### config.mk
export PLATFORM = sky130hd
export DESIGN_NAME = conv_encoder_framer_flat
export DESIGN_NICKNAME = d
export VERILOG_FILES = /design/src/rtl/conv_encoder_framer_if.sv /design/src/rtl/conv_encoder_framer.sv /design/src/flat_wrapper.sv
export SDC_FILE = /design/constraint.sdc
export NUM_CORES = 1
export LEC_CHECK = 0
export ABC_AREA = 1
export BUFFER_PORTS_ARGS = -buffer_cell sky130_fd_sc_hd__buf_2
export CORE_ASPECT_RATIO = 1.25
export CORE_UTILIZATION = 55
export CTS_BUF_LIST = sky130_fd_sc_hd__clkbuf_4
export CTS_CLUSTER_DIAMETER = 50
export DETAILED_ROUTE_END_ITERATION = 6
export GPL_ROUTABILITY_DRIVEN = 0
export MAX_ROUTING_LAYER = met4
export PLACE_DENSITY_LB_ADDON = 0.2
export SLEW_MARGIN = 10
export SYNTH_ARGS = -nofsm -noshare
export SYNTH_HDL_FRONTEND = slang
export SYNTH_SLANG_ARGS = --single-unit
### constraint.sdc
create_clock -name clk -period 1.5 [get_ports clk]
set_input_delay 0.075 -clock clk [delete_from_list [all_inputs] [get_ports clk]]
set_output_delay 0.075 -clock clk [all_outputs]
set_load 0.05 [all_outputs]
### src/rtl/conv_encoder_framer_if.sv
// Handshake bundle between the bit producer, the encoder/framer and the frame consumer.
// master = producer/consumer side, slave = encoder side.
interface conv_encoder_framer_if #(
  parameter int unsigned FRAME_LEN = 7
);
  logic                   in_bit;
  logic                   in_valid;
  logic                   in_ready;
  logic [2*FRAME_LEN-1:0] dat;
  logic                   frame_valid;
  logic                   frame_ack;

  modport master (
    output in_bit, in_valid, frame_ack,
    input  in_ready, dat, frame_valid
  );

  modport slave (
    input  in_bit, in_valid, frame_ack,
    output in_ready, dat, frame_valid
  );
endinterface

### src/rtl/conv_encoder_framer.sv
// Rate-1/2 feedforward convolutional encoder packing FRAME_LEN symbol pairs per frame.
// Optional macro TAIL_FLUSH_EN appends K-1 zero-input pairs so every frame ends in state 0.
module conv_encoder_framer #(
  parameter int unsigned    FRAME_LEN = 7,
  parameter int unsigned    K         = 3,
  parameter logic [K-1:0]   G0        = 3'b111,
  parameter logic [K-1:0]   G1        = 3'b101
) (
  input logic                 clk,
  input logic                 reset,
  conv_encoder_framer_if.slave bus
);

  localparam int          DW   = 2 * FRAME_LEN;
  localparam int unsigned CntW = $clog2(FRAME_LEN + 1);

`ifdef TAIL_FLUSH_EN
  localparam int unsigned NData = FRAME_LEN - (K - 1);
  localparam logic [CntW-1:0] LastPair = CntW'(FRAME_LEN - 1);
`else
  localparam int unsigned NData = FRAME_LEN;
`endif
  localparam logic [CntW-1:0] LastData = CntW'(NData - 1);

  localparam logic [1:0] ACCEPT = 2'd0;
  localparam logic [1:0] HOLD   = 2'd1;
`ifdef TAIL_FLUSH_EN
  localparam logic [1:0] FLUSH  = 2'd2;

  if (FRAME_LEN <= K - 1) begin : g_bad_frame_len
    $error("FRAME_LEN must exceed K-1 when tail flushing is enabled");
  end
`endif

  logic [1:0]      state_q, state_d;
  logic [K-2:0]    sr_q, sr_d;
  logic [CntW-1:0] cnt_q, cnt_d;
  logic [DW-1:0]   dat_q, dat_d;

  logic            step;
  logic            b;
  logic [K-1:0]    sr_full;
  logic            c0, c1;

  // Encoder advances on an accepted bit, or on every flush cycle with a forced zero.
  always_comb begin
    step = 1'b0;
    b    = 1'b0;
    case (state_q)
      ACCEPT: begin
        step = bus.in_valid;
        b    = bus.in_bit;
      end
`ifdef TAIL_FLUSH_EN
      FLUSH: step = 1'b1;
`endif
      default: ;
    endcase
  end

  assign sr_full = {b, sr_q};
  assign c0      = ^(sr_full & G0);
  assign c1      = ^(sr_full & G1);

  always_comb begin
    state_d = state_q;
    sr_d    = sr_q;
    cnt_d   = cnt_q;
    dat_d   = dat_q;
    if (step) begin
      for (int i = 0; i < int'(FRAME_LEN); i++) begin
        if (cnt_q == CntW'(i)) dat_d[DW-1-2*i -: 2] = {c0, c1};
      end
      sr_d  = sr_full[K-1:1];
      cnt_d = cnt_q + CntW'(1);
    end
    case (state_q)
      ACCEPT: begin
`ifdef TAIL_FLUSH_EN
        if (step && cnt_q == LastData) state_d = FLUSH;
`else
        if (step && cnt_q == LastData) state_d = HOLD;
`endif
      end
`ifdef TAIL_FLUSH_EN
      FLUSH: if (cnt_q == LastPair) state_d = HOLD;
`endif
      HOLD: begin
        // dat is left alone; the next frame overwrites it pair by pair.
        if (bus.frame_ack) begin
          state_d = ACCEPT;
          cnt_d   = '0;
          sr_d    = '0;
        end
      end
      default: state_d = ACCEPT;
    endcase
  end

  always_ff @(posedge clk or posedge reset) begin
    if (reset) begin
      state_q <= ACCEPT;
      sr_q    <= '0;
      cnt_q   <= '0;
      dat_q   <= '0;
    end else begin
      state_q <= state_d;
      sr_q    <= sr_d;
      cnt_q   <= cnt_d;
      dat_q   <= dat_d;
    end
  end

  assign bus.in_ready    = (state_q == ACCEPT);
  assign bus.frame_valid = (state_q == HOLD);
  assign bus.dat         = dat_q;

endmodule

### src/flat_wrapper.sv
// flat-port wrapper written by rule: the top's interface ports become plain ports
module conv_encoder_framer_flat 
#(
  parameter int unsigned    FRAME_LEN = 7,
  parameter int unsigned    K         = 3,
  parameter logic [K-1:0]   G0        = 3'b111,
  parameter logic [K-1:0]   G1        = 3'b101
)
  (clk, reset, bus_in_bit, bus_in_valid, bus_frame_ack, bus_in_ready, bus_dat, bus_frame_valid);
  conv_encoder_framer_if #(.FRAME_LEN(FRAME_LEN)) bus_i ();
  input logic clk;
  input logic reset;
  input wire logic [$bits(bus_i.in_bit)-1:0] bus_in_bit;
  input wire logic [$bits(bus_i.in_valid)-1:0] bus_in_valid;
  input wire logic [$bits(bus_i.frame_ack)-1:0] bus_frame_ack;
  output wire logic [$bits(bus_i.in_ready)-1:0] bus_in_ready;
  output wire logic [$bits(bus_i.dat)-1:0] bus_dat;
  output wire logic [$bits(bus_i.frame_valid)-1:0] bus_frame_valid;
  assign bus_i.in_bit = bus_in_bit;
  assign bus_i.in_valid = bus_in_valid;
  assign bus_i.frame_ack = bus_frame_ack;
  assign bus_in_ready = bus_i.in_ready;
  assign bus_dat = bus_i.dat;
  assign bus_frame_valid = bus_i.frame_valid;
  conv_encoder_framer #(.FRAME_LEN(FRAME_LEN), .K(K), .G0(G0), .G1(G1)) u_core (.clk(clk), .reset(reset), .bus(bus_i));
endmodule
==> impl_metrics.yaml <==
outcome:
  status: "finished, final reports clean"
sta:
  worst_pin_slew_ns: 0.2525
  final_max_slew_viol_count: 0
  layout_setup_ws_ns: 0.2533
  timing.final.crit_period_ns: 1.247
  finalCritPeriodShare: 0.8311
  worst_slew_margin_rel: 0.8317
  fin_tns_setup_ns: 0
  fmax_mhz: 802.1
  report.final.setup_viol: 0
  fin_worst_hold_slack_ns: 0.04835
  clock-skew-final_ns: 0.006372
  unrepaired_setup_endpoints_after_global_routing: "no"
  report.final.hold_viol_count: 0
route:
  detail-route-antenna-nets: 0
  drt-total-wl_microns: 1796
  drt_drc_violations_left: 0
  wl_per_cell_microns: 11.16
  total_via_count_after_detailed_routing: 798
  drt-pass1-iter-count: 4
  route.detailed.vias_per_inst: 4.957
  drt-initial-drc-count: 11
clock_tree:
  ctsRootBufferMaster: "sky130_fd_sc_hd__clkbuf_4"
  clock_tree.htree_level_count: 1
  cts_inserted_buffers: 3
  cts_max_path_buffers: 2
  cts_sinks: 20
  post_cts.resized_instances: 0
  clock_insertion_delay_worst_skew_ns: 0.30
  cts_setup_buffers: 0
  cts_tree: "done"
  clkSlewWorstSetupHoldPaths_ns: 0.11
placed_design:
  detailed_place_hpwl_microns: 1322
  numPlacedInstances: 155
  pre_cts_slack_ns: 0.2888
  numPortBuffers: 20
final_layout:
  fillerInstances: 123
  layout.area.seq_sq_um: 500.5
  instances_no_fill: 161
  multi_input_area_sq_um: 395.4
  drive_above_1_share: 0.2098
  antennaDiodeCount: 0
  finalNetCount: 154
  areaGrowthSynthToFinish_pct: 18.38
die:
  number_of_top_level_pins: 21
  starting_density_of_the_core: 0.5992
  fp.dieArea_sq_um: 1917
  floorplan.rows: 16
  core_area_sq_um: 1602
  die_w_microns: 39.36
  fp.dieH_microns: 48.70
synthesis:
  synth_warn: 0
  ys_seq_area_frac: 0.5215
  synth.avg_cell_area_sq_um: 8.273
  syn_area_sq_um: 959.7
  synthesis.instances: 116
  post_synth_num_cell_types: 14
  postSynthNetCount: 126
  ys_seq_elements: 20
job:
  max_capacitance_violation_count: 0
worst_setup_path:
  slowest_stage: "sky130_fd_sc_hd__dfrtp_1"
  timing.critical_path.fanout_max: 4
  cp_num_buf_inv: 2
  path_class: "register to register"
  cp.required_ns: 1.69
  critPathLaunchType: "register"
  path_cells: "inv_1 > ha_1 > nand2_1 > nor2_1 > inv_1 > nand2_1 > o21ai_1"
  setup.worst_path.end_class: "register"
  r2r_start: "u_core.cnt_q[0]$_DFF_PP0_"
  worst_path_dominant_cell_family: "flip-flops"
  cp_data_arrival_time_ns: 1.44
  setup.reg_to_reg.worst_slack_ns: 0.25
  timing.critical_path.slowest_cell_delay_ns: 0.43
  worstSetupStartpoint: "u_core.cnt_q[0]$_DFF_PP0_"
global_routing:
  vias_in_the_first_global_route: 760
  number_of_antenna_violations_at_the_first_check_in_global_routing: 0
  gr-usage-all-layers: 0.2421
  globalRoute.totalOverflow: 0
  grt_max_degree: 21
  wire_length_of_the_first_global_routing_pass_microns: 3160
min_path:
  timing.hold.worst.start: "bus_in_bit"
  min_path_type: "input port to register"
[cells in the mapped netlist]
master / count / area, sq um
sky130_fd_sc_hd__nand2_2: 2 / 12.51
sky130_fd_sc_hd__inv_2: 1 / 3.750
sky130_fd_sc_hd__inv_1: 16 / 60.06
sky130_fd_sc_hd__dfrtp_1: 20 / 500.5
sky130_fd_sc_hd__nand2_4: 1 / 11.26
sky130_fd_sc_hd__nor2_4: 1 / 11.26
sky130_fd_sc_hd__o21ai_0: 6 / 30.03
sky130_fd_sc_hd__nor2_1: 8 / 30.03
sky130_fd_sc_hd__nand3_2: 1 / 10.01
sky130_fd_sc_hd__a21oi_1: 4 / 20.02
sky130_fd_sc_hd__ha_1: 5 / 62.56
sky130_fd_sc_hd__nand3_1: 7 / 35.03
sky130_fd_sc_hd__nand2_1: 38 / 142.6
sky130_fd_sc_hd__o21ai_1: 6 / 30.03
[cell usage in the layout, fill, tap and decap left out]
cell type	n
sky130_fd_sc_hd__buf_4	1
sky130_fd_sc_hd__dfrtp_1	20
sky130_fd_sc_hd__clkinv_1	1
sky130_fd_sc_hd__nand2_1	38
sky130_fd_sc_hd__buf_2	20
sky130_fd_sc_hd__inv_2	1
sky130_fd_sc_hd__dlygate4sd3_1	2
sky130_fd_sc_hd__nor2_4	1
sky130_fd_sc_hd__o21ai_1	6
sky130_fd_sc_hd__nor2_1	8
sky130_fd_sc_hd__nand2_4	1
sky130_fd_sc_hd__nand2_2	2
sky130_fd_sc_hd__nand3_2	1
sky130_fd_sc_hd__a21oi_1	4
sky130_fd_sc_hd__inv_1	16
sky130_fd_sc_hd__ha_1	5
sky130_fd_sc_hd__nand3_1	7
sky130_fd_sc_hd__clkbuf_4	3
sky130_fd_sc_hd__o21ai_0	6
[layer usage]
| metal | share of wire | GRT usage |
|---|---|---|
| met3 | 0.033 | 0.02752 |
| met4 | 0.019 | 0.1092 |
| met1 | 0.46 | 0.2888 |
| met5 | 0 | - |
| met2 | 0.49 | 0.3944 |
[registers in the layout, summed over array words and instances (netlist names)]
name / flops
u_core.bus.dat: 14
u_core.state_q: 1
u_core.cnt_q: 3
u_core.sr_q: 2
[final timing paths]
path / cells past startpoint / to
setup / recovery: 7 / u_core.bus.dat[0]$_DFFE_PP0P_
hold / removal: 3 / u_core.sr_q[1]$_DFF_PP0_
setup reg to reg: 7 / u_core.bus.dat[0]$_DFFE_PP0P_
hold reg to reg: 2 / u_core.bus.dat[6]$_DFFE_PP0P_
max in group asynchronous: 4 / u_core.cnt_q[1]$_DFF_PP0_
min in group asynchronous: 4 / u_core.bus.dat[4]$_DFFE_PP0P_
[worst reg2reg max path, cell delays in order (launching register included)]
cell and delay, ns:
sky130_fd_sc_hd__dfrtp_1 0.43, sky130_fd_sc_hd__inv_1 0.13, sky130_fd_sc_hd__ha_1 0.18, sky130_fd_sc_hd__nand2_1 0.05, sky130_fd_sc_hd__nor2_1 0.13, sky130_fd_sc_hd__inv_1 0.09
sky130_fd_sc_hd__nand2_1 0.06, sky130_fd_sc_hd__o21ai_1 0.05
[layout make-up]
cell class / count / share of cell area
multi-input cells: 79 / 0.3480
inverters: 17 / 0.05617
clock inverters: 1 / 0.003304
well taps: 18 / 0.01982
flip-flops and latches: 20 / 0.4405
repair buffers: 23 / 0.1123
clock buffers: 3 / 0.01982
[cells by family (layout without fill, tap and decap cells)]
kind of cell | count (synthesis) | in the layout | synth area share
AOI/OAI and AO/OA | 16 | 16 | 0.08345
adders and majority gates | 5 | 5 | 0.06519
buffers and inverters | 17 | 44 | 0.06649
DFF | 20 | 20 | 0.5215
and+or+nand+nor | 58 | 58 | 0.2634
[what timing repair did]
| item | 4_1_cts | 5_1_grt |
|---|---|---|
| hold buffers | 2 | 0 |
| setup endpoints to repair | 0 | 0 |
| hold endpoints to repair | 21 | 0 |
[through the flow]
| step | utilization | cell area [sq um] |
|---|---|---|
| floorplan | - | 959.7 |
| detailed placement | 0.6805 | 1090 |
| global placement | 0.6805 | 1090 |
| global route | 0.7094 | 1136 |
| finish | 0.7094 | 1136 |
| CTS | 0.7094 | 1136 |
Power is not shown: default switching activity piles up to over one toggle a cycle in this logic, so the estimate is an artifact.
